--- src/rtl/fpf_decoder_38_pkg.sv ---
// Shared constants for the 38-bit FPF decoder.
// Fibonacci weights FNS01..FNS39, the output width FBLEN38 and the internal
// sum width FPF_DEC_SUMLEN are kept as macros. fns_weight() maps a code bit
// index to its weight. Optional build macro: FPF_CHECK_EN (see fpf_decoder_38).
`ifndef FNS_VH
`define FNS_VH
`define FBLEN38        27
`define FPF_DEC_SUMLEN 28
`define FNS01 28'd1
`define FNS02 28'd1
`define FNS03 28'd2
`define FNS04 28'd3
`define FNS05 28'd5
`define FNS06 28'd8
`define FNS07 28'd13
`define FNS08 28'd21
`define FNS09 28'd34
`define FNS10 28'd55
`define FNS11 28'd89
`define FNS12 28'd144
`define FNS13 28'd233
`define FNS14 28'd377
`define FNS15 28'd610
`define FNS16 28'd987
`define FNS17 28'd1597
`define FNS18 28'd2584
`define FNS19 28'd4181
`define FNS20 28'd6765
`define FNS21 28'd10946
`define FNS22 28'd17711
`define FNS23 28'd28657
`define FNS24 28'd46368
`define FNS25 28'd75025
`define FNS26 28'd121393
`define FNS27 28'd196418
`define FNS28 28'd317811
`define FNS29 28'd514229
`define FNS30 28'd832040
`define FNS31 28'd1346269
`define FNS32 28'd2178309
`define FNS33 28'd3524578
`define FNS34 28'd5702887
`define FNS35 28'd9227465
`define FNS36 28'd14930352
`define FNS37 28'd24157817
`define FNS38 28'd39088169
`define FNS39 28'd63245986
`endif

package fpf_decoder_38_pkg;

   // Weight of code bit k: bit 0 -> FNS01, bit k -> FNS(k+1)
   function automatic logic [`FPF_DEC_SUMLEN-1:0] fns_weight(input int k);
      logic [`FPF_DEC_SUMLEN-1:0] w;
      case (k)
         0:  w = `FNS01;   1:  w = `FNS02;   2:  w = `FNS03;   3:  w = `FNS04;
         4:  w = `FNS05;   5:  w = `FNS06;   6:  w = `FNS07;   7:  w = `FNS08;
         8:  w = `FNS09;   9:  w = `FNS10;   10: w = `FNS11;   11: w = `FNS12;
         12: w = `FNS13;   13: w = `FNS14;   14: w = `FNS15;   15: w = `FNS16;
         16: w = `FNS17;   17: w = `FNS18;   18: w = `FNS19;   19: w = `FNS20;
         20: w = `FNS21;   21: w = `FNS22;   22: w = `FNS23;   23: w = `FNS24;
         24: w = `FNS25;   25: w = `FNS26;   26: w = `FNS27;   27: w = `FNS28;
         28: w = `FNS29;   29: w = `FNS30;   30: w = `FNS31;   31: w = `FNS32;
         32: w = `FNS33;   33: w = `FNS34;   34: w = `FNS35;   35: w = `FNS36;
         36: w = `FNS37;   37: w = `FNS38;
         default: w = '0;
      endcase
      return w;
   endfunction

endpackage

--- src/rtl/fpf_decoder_38_partial_sum.sv ---
// fpf_partial_sum: weighted Fibonacci sum of one slice of a codeword.
// BASE is the index of slice[0] within the full 38-bit codeword.
module fpf_partial_sum
   import fpf_decoder_38_pkg::*;
#(
   parameter int BASE  = 0,
   parameter int WIDTH = 13
)
(
   input  logic [WIDTH-1:0]           slice,
   output logic [`FPF_DEC_SUMLEN-1:0] sum
);

   // Accumulate the weight of every set bit in the slice
   always_comb begin
      sum = '0;
      for (int i = 0; i < WIDTH; i++) begin
         if (slice[i]) sum = sum + fns_weight(BASE + i);
      end
   end

endmodule

--- src/rtl/fpf_decoder_38.sv ---
// fpf_decoder_38: 3-stage pipelined FPF codeword -> binary decoder.
// S1 registers the codeword, S2 registers three slice partial sums, S3
// registers their total into data_out. Define FPF_CHECK_EN to add the
// forbidden-pattern flag fpf_err, carried alongside each word.
module fpf_decoder_38
   import fpf_decoder_38_pkg::*;
(
   input  logic                clock,
   input  logic                reset,
   input  logic [37:0]         code_in,
   input  logic                in_valid,
   output logic                in_ready,
   output logic [`FBLEN38-1:0] data_out,
   output logic                out_valid,
`ifdef FPF_CHECK_EN
   output logic                fpf_err,
`endif
   input  logic                out_ready
);

   // Handshake: a word crosses a boundary on a cycle where valid & ready are
   // both high. A stage loads when it is empty or its word leaves in the same
   // cycle, so ready ripples combinationally from out_ready back to in_ready.
   logic                       s1_load, s2_load, s3_load;
   logic                       s1_valid_q, s1_valid_d;
   logic [37:0]                s1_code_q, s1_code_d;
   logic [`FPF_DEC_SUMLEN-1:0] ps0, ps1, ps2;
   logic                       s2_valid_q, s2_valid_d;
   logic [`FPF_DEC_SUMLEN-1:0] s2_sum0_q, s2_sum0_d;
   logic [`FPF_DEC_SUMLEN-1:0] s2_sum1_q, s2_sum1_d;
   logic [`FPF_DEC_SUMLEN-1:0] s2_sum2_q, s2_sum2_d;
   logic                       s3_valid_q, s3_valid_d;
   logic [`FBLEN38-1:0]        s3_data_q, s3_data_d;
`ifdef FPF_CHECK_EN
   logic                       code_err;
   logic                       s1_err_q, s1_err_d;
   logic                       s2_err_q, s2_err_d;
   logic                       s3_err_q, s3_err_d;
`endif

   // Per-stage load enables and the upstream ready
   always_comb begin
      s3_load  = !s3_valid_q || out_ready;
      s2_load  = !s2_valid_q || s3_load;
      s1_load  = !s1_valid_q || s2_load;
      in_ready = s1_load;
   end

   fpf_partial_sum #(.BASE(0),  .WIDTH(13)) u_ps_lo  (.slice(s1_code_q[12:0]),  .sum(ps0));
   fpf_partial_sum #(.BASE(13), .WIDTH(13)) u_ps_mid (.slice(s1_code_q[25:13]), .sum(ps1));
   fpf_partial_sum #(.BASE(26), .WIDTH(12)) u_ps_hi  (.slice(s1_code_q[37:26]), .sum(ps2));

`ifdef FPF_CHECK_EN
   // Flag any isolated 1 (010) or isolated 0 (101) inside the codeword
   always_comb begin
      code_err = 1'b0;
      for (int k = 0; k < 36; k++) begin
         if (code_in[k +: 3] == 3'b010 || code_in[k +: 3] == 3'b101) code_err = 1'b1;
      end
   end
`endif

   // Next-state: valid bits follow the load enables, payload only loads on a
   // real upstream word so bubbles never disturb held data
   always_comb begin
      s1_valid_d = s1_load ? in_valid : s1_valid_q;
      s1_code_d  = (s1_load && in_valid) ? code_in : s1_code_q;
      s2_valid_d = s2_load ? s1_valid_q : s2_valid_q;
      s2_sum0_d  = (s2_load && s1_valid_q) ? ps0 : s2_sum0_q;
      s2_sum1_d  = (s2_load && s1_valid_q) ? ps1 : s2_sum1_q;
      s2_sum2_d  = (s2_load && s1_valid_q) ? ps2 : s2_sum2_q;
      s3_valid_d = s3_load ? s2_valid_q : s3_valid_q;
      // 28-bit total; only the low FBLEN38 bits reach data_out
      s3_data_d  = (s3_load && s2_valid_q) ?
                   `FBLEN38'(s2_sum0_q + s2_sum1_q + s2_sum2_q) : s3_data_q;
`ifdef FPF_CHECK_EN
      s1_err_d   = (s1_load && in_valid) ? code_err : s1_err_q;
      s2_err_d   = (s2_load && s1_valid_q) ? s1_err_q : s2_err_q;
      s3_err_d   = (s3_load && s2_valid_q) ? s2_err_q : s3_err_q;
`endif
   end

   // Pipeline registers, cleared asynchronously
   always_ff @(posedge clock or posedge reset) begin
      if (reset) begin
         s1_valid_q <= 1'b0;
         s1_code_q  <= '0;
         s2_valid_q <= 1'b0;
         s2_sum0_q  <= '0;
         s2_sum1_q  <= '0;
         s2_sum2_q  <= '0;
         s3_valid_q <= 1'b0;
         s3_data_q  <= '0;
`ifdef FPF_CHECK_EN
         s1_err_q   <= 1'b0;
         s2_err_q   <= 1'b0;
         s3_err_q   <= 1'b0;
`endif
      end else begin
         s1_valid_q <= s1_valid_d;
         s1_code_q  <= s1_code_d;
         s2_valid_q <= s2_valid_d;
         s2_sum0_q  <= s2_sum0_d;
         s2_sum1_q  <= s2_sum1_d;
         s2_sum2_q  <= s2_sum2_d;
         s3_valid_q <= s3_valid_d;
         s3_data_q  <= s3_data_d;
`ifdef FPF_CHECK_EN
         s1_err_q   <= s1_err_d;
         s2_err_q   <= s2_err_d;
         s3_err_q   <= s3_err_d;
`endif
      end
   end

   assign out_valid = s3_valid_q;
   assign data_out  = s3_data_q;
`ifdef FPF_CHECK_EN
   assign fpf_err   = s3_err_q;
`endif

endmodule
--- config.mk ---
export PLATFORM = sky130hd
export DESIGN_NAME = fpf_decoder_38
export DESIGN_NICKNAME = d
export VERILOG_FILES = /design/src/rtl/fpf_decoder_38_pkg.sv /design/src/rtl/fpf_decoder_38_partial_sum.sv /design/src/rtl/fpf_decoder_38.sv
export SDC_FILE = /design/constraint.sdc
export NUM_CORES = 1
export LEC_CHECK = 0
export ABC_AREA = 1
export CAP_MARGIN = 20
export CORE_AREA = 5 5 145 217
export CTS_BUF_LIST = sky130_fd_sc_hd__clkbuf_4 sky130_fd_sc_hd__clkbuf_8
export CTS_CLUSTER_DIAMETER = 150
export DETAILED_ROUTE_END_ITERATION = 8
export DIE_AREA = 0 0 150 222
export PLACE_DENSITY = 0.78
export SLEW_MARGIN = 20
export SYNTH_ARGS = -nofsm -noshare
export SYNTH_HDL_FRONTEND = slang
export SYNTH_SLANG_ARGS = --single-unit
export TNS_END_PERCENT = 30
--- constraint.sdc ---
create_clock -name clock -period 7.8 [get_ports clock]
set_input_delay 2.34 -clock clock [delete_from_list [all_inputs] [get_ports clock]]
set_output_delay 2.34 -clock clock [all_outputs]
set_load 0.02 [all_outputs]
Word level (Yosys, flattened, before mapping)
Index checks and enable logic that the tools add are counted.
{ "word_totals": {"reg_bits": 149, "latch_bits": 0, "ramBits": 0, "rom_bits": 0, "inputBits": 42, "output_inout_bits": 29, "elab_cells": 127, "n_memories": 0} }
{ "classes": {"add_sub_neg": 37, "multipliers": 0, "div_mod_pow": 0, "order_cmp": 0, "eq_ne": 0, "n_shift": 0, "mux": 73, "n_bitwise": 0, "reduce_logical": 9} }
{ "op_table": {"columns": ["operator", "count"], "rows": [
  ["two-way mux 27 bit", 70],
  ["adder 27 bit", 34],
  ["adder 1 x 27 -> 27 bit", 1],
  ["adder 18 x 27 -> 27 bit", 1],
  ["adder 9 x 27 -> 27 bit", 1],
  ["two-way mux 18 bit", 1],
  ["two-way mux 9 bit", 1],
  ["logical AND 1 bit", 3],
  ["zero test 1 bit", 3],
  ["logical OR 1 bit", 3],
  ["two-way mux 1 bit", 1]
]} }

Depth between registers and ports, before layout
{ "depth": {"depth_word": 25, "mapped_depth": 60, "ltp_nobuf": 60} }

Cells and area by module
Synthesis repeated with hierarchy kept, for this count alone.
{ "unflattened": {"hier_cells": 3467, "hier_area_um2": 21695.8} }
{ "modules_own_cells": {"columns": ["module", "instances", "cells_each", "area_each_um2", "seq_area_each_um2"], "rows": [
  ["fpf_decoder_38", 1, 778, 8241.7, 3728.6],
  ["fpf_partial_sum (u_ps_hi)", 1, 1382, 6777.8, 0.0],
  ["fpf_partial_sum (u_ps_mid)", 1, 954, 4828.4, 0.0],
  ["fpf_partial_sum (u_ps_lo)", 1, 353, 1848.0, 0.0]
]} }

Worst setup path after synthesis
OpenSTA, ideal clock, no wires.
{ "synth_path": {"kind": "reg-to-reg", "from": "register s1_code_q[27]", "to": "register s2_sum2_q[26]", "setup_ns": 0.116, "arrival_time_ns": 6.108, "t_required_ns": 7.684, "path_slack_ns": 1.576, "stages_incl_launch_ff": 50, "n_path_buf": 0, "synth_period_minus_slack_ns": 6.224, "cell_sequence": "dfrtp_1 > inv_1 > ha_1 > inv_1 > nand2_4 > nand3_4 > nand2_4 > ha_1 > or2_2 > and2_1 > ha_1 > nor2_1 > nand2_1 > and2_1 > ha_1 > nand2_1 > nand2_1 > inv_1 > [... 14 more ...] > nand2_1 > nand2_1 > nor2_2 > xor2_2 > nand2_1 > nand3b_1 > nand3_1 > nand2_1 > nand2_1 > nand2_1 > nand2_1 > nand2_1 > nand3_2 > nand2_1 > nand2_1 > nand2_1 > nand2_1 > nand2_1"} }
{ "synth_between": {"elab_chain_cells": 21} }
{ "synth_rtl": {"columns": ["item", "line", "rtl"], "rows": [
  ["from (decl)", "fpf_decoder_38.sv:26", "logic [37:0] s1_code_q, s1_code_d;"],
  ["from (signal assigned)", "fpf_decoder_38.sv:101", "s1_code_q <= s1_code_d;"],
  ["two-way mux 27 bit *", "fpf_decoder_38_partial_sum.sv:18", "if (slice[i]) sum = sum + fns_weight(BASE + i);"],
  ["adder 27 bit", "fpf_decoder_38_partial_sum.sv:18", null],
  ["two-way mux 27 bit *", "fpf_decoder_38_partial_sum.sv:18", null],
  ["adder 27 bit", "fpf_decoder_38_partial_sum.sv:18", null],
  ["two-way mux 27 bit *", "fpf_decoder_38_partial_sum.sv:18", null],
  ["adder 27 bit", "fpf_decoder_38_partial_sum.sv:18", null],
  ["two-way mux 27 bit *", "fpf_decoder_38_partial_sum.sv:18", null],
  ["adder 27 bit", "fpf_decoder_38_partial_sum.sv:18", null],
  ["[... 5 more ...]", null, null],
  ["adder 27 bit", "fpf_decoder_38_partial_sum.sv:18", null],
  ["two-way mux 27 bit *", "fpf_decoder_38_partial_sum.sv:18", null],
  ["adder 27 bit", "fpf_decoder_38_partial_sum.sv:18", null],
  ["two-way mux 27 bit *", "fpf_decoder_38_partial_sum.sv:18", null],
  ["adder 27 bit", "fpf_decoder_38_partial_sum.sv:18", null],
  ["two-way mux 27 bit *", "fpf_decoder_38_partial_sum.sv:18", null],
  ["adder 27 bit", "fpf_decoder_38_partial_sum.sv:18", null],
  ["two-way mux 27 bit *", "fpf_decoder_38_partial_sum.sv:18", null],
  ["to (signal assigned)", "fpf_decoder_38.sv:105", "s2_sum2_q <= s2_sum2_d;"],
  ["to (decl)", "fpf_decoder_38.sv:31", "logic [`FPF_DEC_SUMLEN-1:0] s2_sum2_q, s2_sum2_d;"]
]} }
Mark *: on every way between the ends. The rest lies on a longest branch, timed or not.
A chain may end at the register's enable or synchronous reset.

Worst setup path in the final report
{ "layout_path": {"from": "register s1_code_q[26]", "to": "register s2_sum2_q[26]"} }
{ "layout_between": {"elab_chain_cells": 23} }
{ "layout_rtl": {"columns": ["item", "line"], "rows": [
  ["two-way mux 18 bit *", "fpf_decoder_38_partial_sum.sv:18"],
  ["adder 18 x 27 -> 27 bit", "fpf_decoder_38_partial_sum.sv:18"],
  ["two-way mux 27 bit *", "fpf_decoder_38_partial_sum.sv:18"],
  ["adder 27 bit", "fpf_decoder_38_partial_sum.sv:18"],
  ["two-way mux 27 bit *", "fpf_decoder_38_partial_sum.sv:18"],
  ["adder 27 bit", "fpf_decoder_38_partial_sum.sv:18"],
  ["two-way mux 27 bit *", "fpf_decoder_38_partial_sum.sv:18"],
  ["adder 27 bit", "fpf_decoder_38_partial_sum.sv:18"],
  ["[... 7 more ...]", null],
  ["adder 27 bit", "fpf_decoder_38_partial_sum.sv:18"],
  ["two-way mux 27 bit *", "fpf_decoder_38_partial_sum.sv:18"],
  ["adder 27 bit", "fpf_decoder_38_partial_sum.sv:18"],
  ["two-way mux 27 bit *", "fpf_decoder_38_partial_sum.sv:18"],
  ["adder 27 bit", "fpf_decoder_38_partial_sum.sv:18"],
  ["two-way mux 27 bit *", "fpf_decoder_38_partial_sum.sv:18"],
  ["adder 27 bit", "fpf_decoder_38_partial_sum.sv:18"],
  ["two-way mux 27 bit *", "fpf_decoder_38_partial_sum.sv:18"]
]} }
Marked as above.

==> flow_summary.yaml <==
timing:
  maxSlewHeadroom: 0.4431
  finalSetupTns_ns: 0
  fin_crit_ns: 6.974
  rsz0062_at_grt: "no"
  tightest_slew_ns: 0.8353
  timing.final.crit_share: 0.8941
  fmax_ghz: 0.1434
  timing_max_transition_violations_final: 0
  setup_viol: 0
  final_hold_viol_count: 0
  hold_slack_ns: 0.4822
  skew_ns: 0.01983
critical_path:
  r2r_cells: 48
  crit_top_cell: "nand2_1"
  slowest_delay_ns: 0.44
  rr_endpoint: "s2_sum2_q[26]"
  rrSetupSlack_ns: 0.83
  required_ns: 8.16
  critPathKind: "reg -> reg"
  slowest_stage: "dfrtp_1"
  crit_fanout: 7
  startpoint_type: "register"
  end_kind: "register"
  critical_path_arrival_ns: 7.33
  reg2reg_from: "s1_code_q[26]"
yosys:
  synth_enable_flop_cells: 0
  synth_top_cell_by_area: "nand2_1"
  synthCells: 2906
  yosysTopAreaCellShare: 0.2181
  synth_area_um2: 17330
  ys_seq_area_frac: 0.1863
  synth_top_family_by_area: "simple AND/OR/NAND/NOR gates"
  synth_commonest_cells: "nand2_1, inv_1, nand3_1"
  synth.distinct_cells: 54
  yosysMostFrequentCell: "nand2_1"
  synth_xor_area_frac: 0.09097
  ys_top_cells_by_area: "nand2_1, dfrtp_1, nand3_1, inv_1, ha_1"
  synth_fa_ha_area_frac: 0.07437
  synthMuxAreaShare: 0.001949
  synth_ff_type: "dfrtp_1"
  synth-async-reset-ratio: 1.000
  ys_seq_elements: 129
  syn_avg_cell_area_um2: 5.963
  syn-num-nets: 3042
  ys.warnings.count: 0
  synth_compound_area_frac: 0.09437
  yosys.area_share.simple: 0.4549
die:
  io_pins: 71
  die_h_um: 222
  initial_core_util: 0.5917
  die_w_um: 150
  rows: 77
  coreArea_um2: 29290
  dieArea_um2: 33300
finish:
  multiInputGateArea_um2: 12430
  area_growth_pct: 8.087
  drive_gt1_frac: 0.09817
  regArea_um2: 3229
  antenna_cells: 0
  fin_nets: 3068
  nFillCells: 2899
hold_path:
  holdPathStages: 2
  hold_end: "data_out[20]"
  hp-class: "reg -> reg"
  hold_start: "data_out[20]"
clocking:
  cts_buffers: 17
  cts_tree: "built"
  cts_root_buf: "clkbuf_8"
  cts_hold_buf: 0
  clkTransAtPathRegs_ns: 0.09
  cts_max_level: 4
  clkLatencyLatePin_ns: 0.48
  cts_sinks: 129
  cts_buffer_depth: 2
routing:
  first_iter_violations: 647
  ant_nets: 0
  via_count: 17307
  drtPass1Iterations: 7
  routed_via_density: 5.183
  drc: 0
  post_drt_wl_per_cell_um: 11.72
  routed_wl_mm: 39.12
placed_design:
  io_buffer_count: 70
  gp_congestion: 0.9129
  dp_hpwl_mm: 32.07
run_status:
  status: "finished clean"
global_route:
  grt_max_degree: 96
  globalRoute.totalOverflow: 0
  antenna_found_initial: 0
  grt_pass1_vias: 16462
  grt_pass1_wl_mm: 68.66
  grt_usage: 0.2400
job:
  drv_cap: 0
-- flip-flops by register name, summed over array words and instances (netlist names) --
| signal | count |
|---|---|
| out_valid | 1 |
| s1_valid_q | 1 |
| data_out | 27 |
| s2_sum0_q | 13 |
| s1_code_q | 38 |
| s2_valid_q | 1 |
| s2_sum1_q | 21 |
| s2_sum2_q | 27 |
-- stage by stage --
| step | cells | area, µm² | util | setup slack, ns |
|---|---|---|---|---|
| global placement | 3308 | 18290 | 0.6245 | 1.045 |
| detailed placement | 3308 | 18290 | 0.6245 | 0.7619 |
| global route | 3339 | 18730 | 0.6395 | 0.08017 |
| CTS | 3339 | 18720 | 0.6392 | 0.7111 |
| finish | 3339 | 18730 | 0.6395 | 0.8259 |
| floorplan | 2906 | 17330 | - | 1.576 |
-- cell families (layout without fill, tap and decap cells) --
| family | after synthesis | count (layout) |
|---|---|---|
| flops | 129 | 129 |
| fa+ha+maj | 94 | 94 |
| simple gates | 1782 | 1782 |
| compound gates | 299 | 299 |
| buf+inv | 437 | 475 |
| xor+xnor | 162 | 162 |
| mux | 3 | 3 |
-- layout make-up --
type,instances,share of cell area
Timing Repair Buffer,79,0.04102
Tap cell,395,0.02639
Clock buffer,23,0.01623
Multi-Input combinational cell,2340,0.6637
Clock inverter,8,0.006747
Sequential cell,129,0.1724
Inverter,365,0.07355
-- worst max path at each step --
stage	slack, ns	start	to
after floorplan	1.58	s1_code_q[27]	s2_sum2_q[26]
after global placement	1.04	s1_code_q[27]	s2_sum2_q[26]
after detailed placement	0.76	s1_code_q[27]	s2_sum2_q[26]
after CTS	0.71	s1_code_q[27]	s2_sum2_q[26]
after global routing	0.08	s1_code_q[26]	s2_sum2_q[22]
final	0.83	s1_code_q[26]	s2_sum2_q[26]
-- per-layer routing --
metal  track usage  vias up  routed length (µm)
met5             0        -                   0
met4       0.09424        0                1358
met3       0.03088       85                 925
met2        0.4726      218               21060
met1        0.2497     7741               15780
li1              -     9263                   -
-- placed cells by master (no fill, tap or decap), types with 63 or more instances in the layout --
cell type	netlist	routed
nand3_1	286	286
nor2_1	246	246
inv_1	300	298
o21ai_0	127	126
nand2_2	61	63
nand2_1	1007	1005
clkdlybuf4s50_1	0	70
dfrtp_1	129	128
a21oi_1	83	83
xor2_1	91	91
ha_1	79	79
-- worst max-delay path, delay by kind of cell, from the launching register on --
family          cells  cell delay (ns)
compound gates      2             0.31
xor+xnor            3             0.84
fa+ha+maj           5             1.44
buf+inv             4             0.42
flops               1             0.44
simple gates       34             3.41
-- repair_timing --
item,CTS,global route
gates resized for setup,0,4
buffers inserted,0,0
setup endpoints to repair,0,8
Power is not shown: default switching activity piles up to over one toggle a cycle in this logic, so the estimate is an artifact.
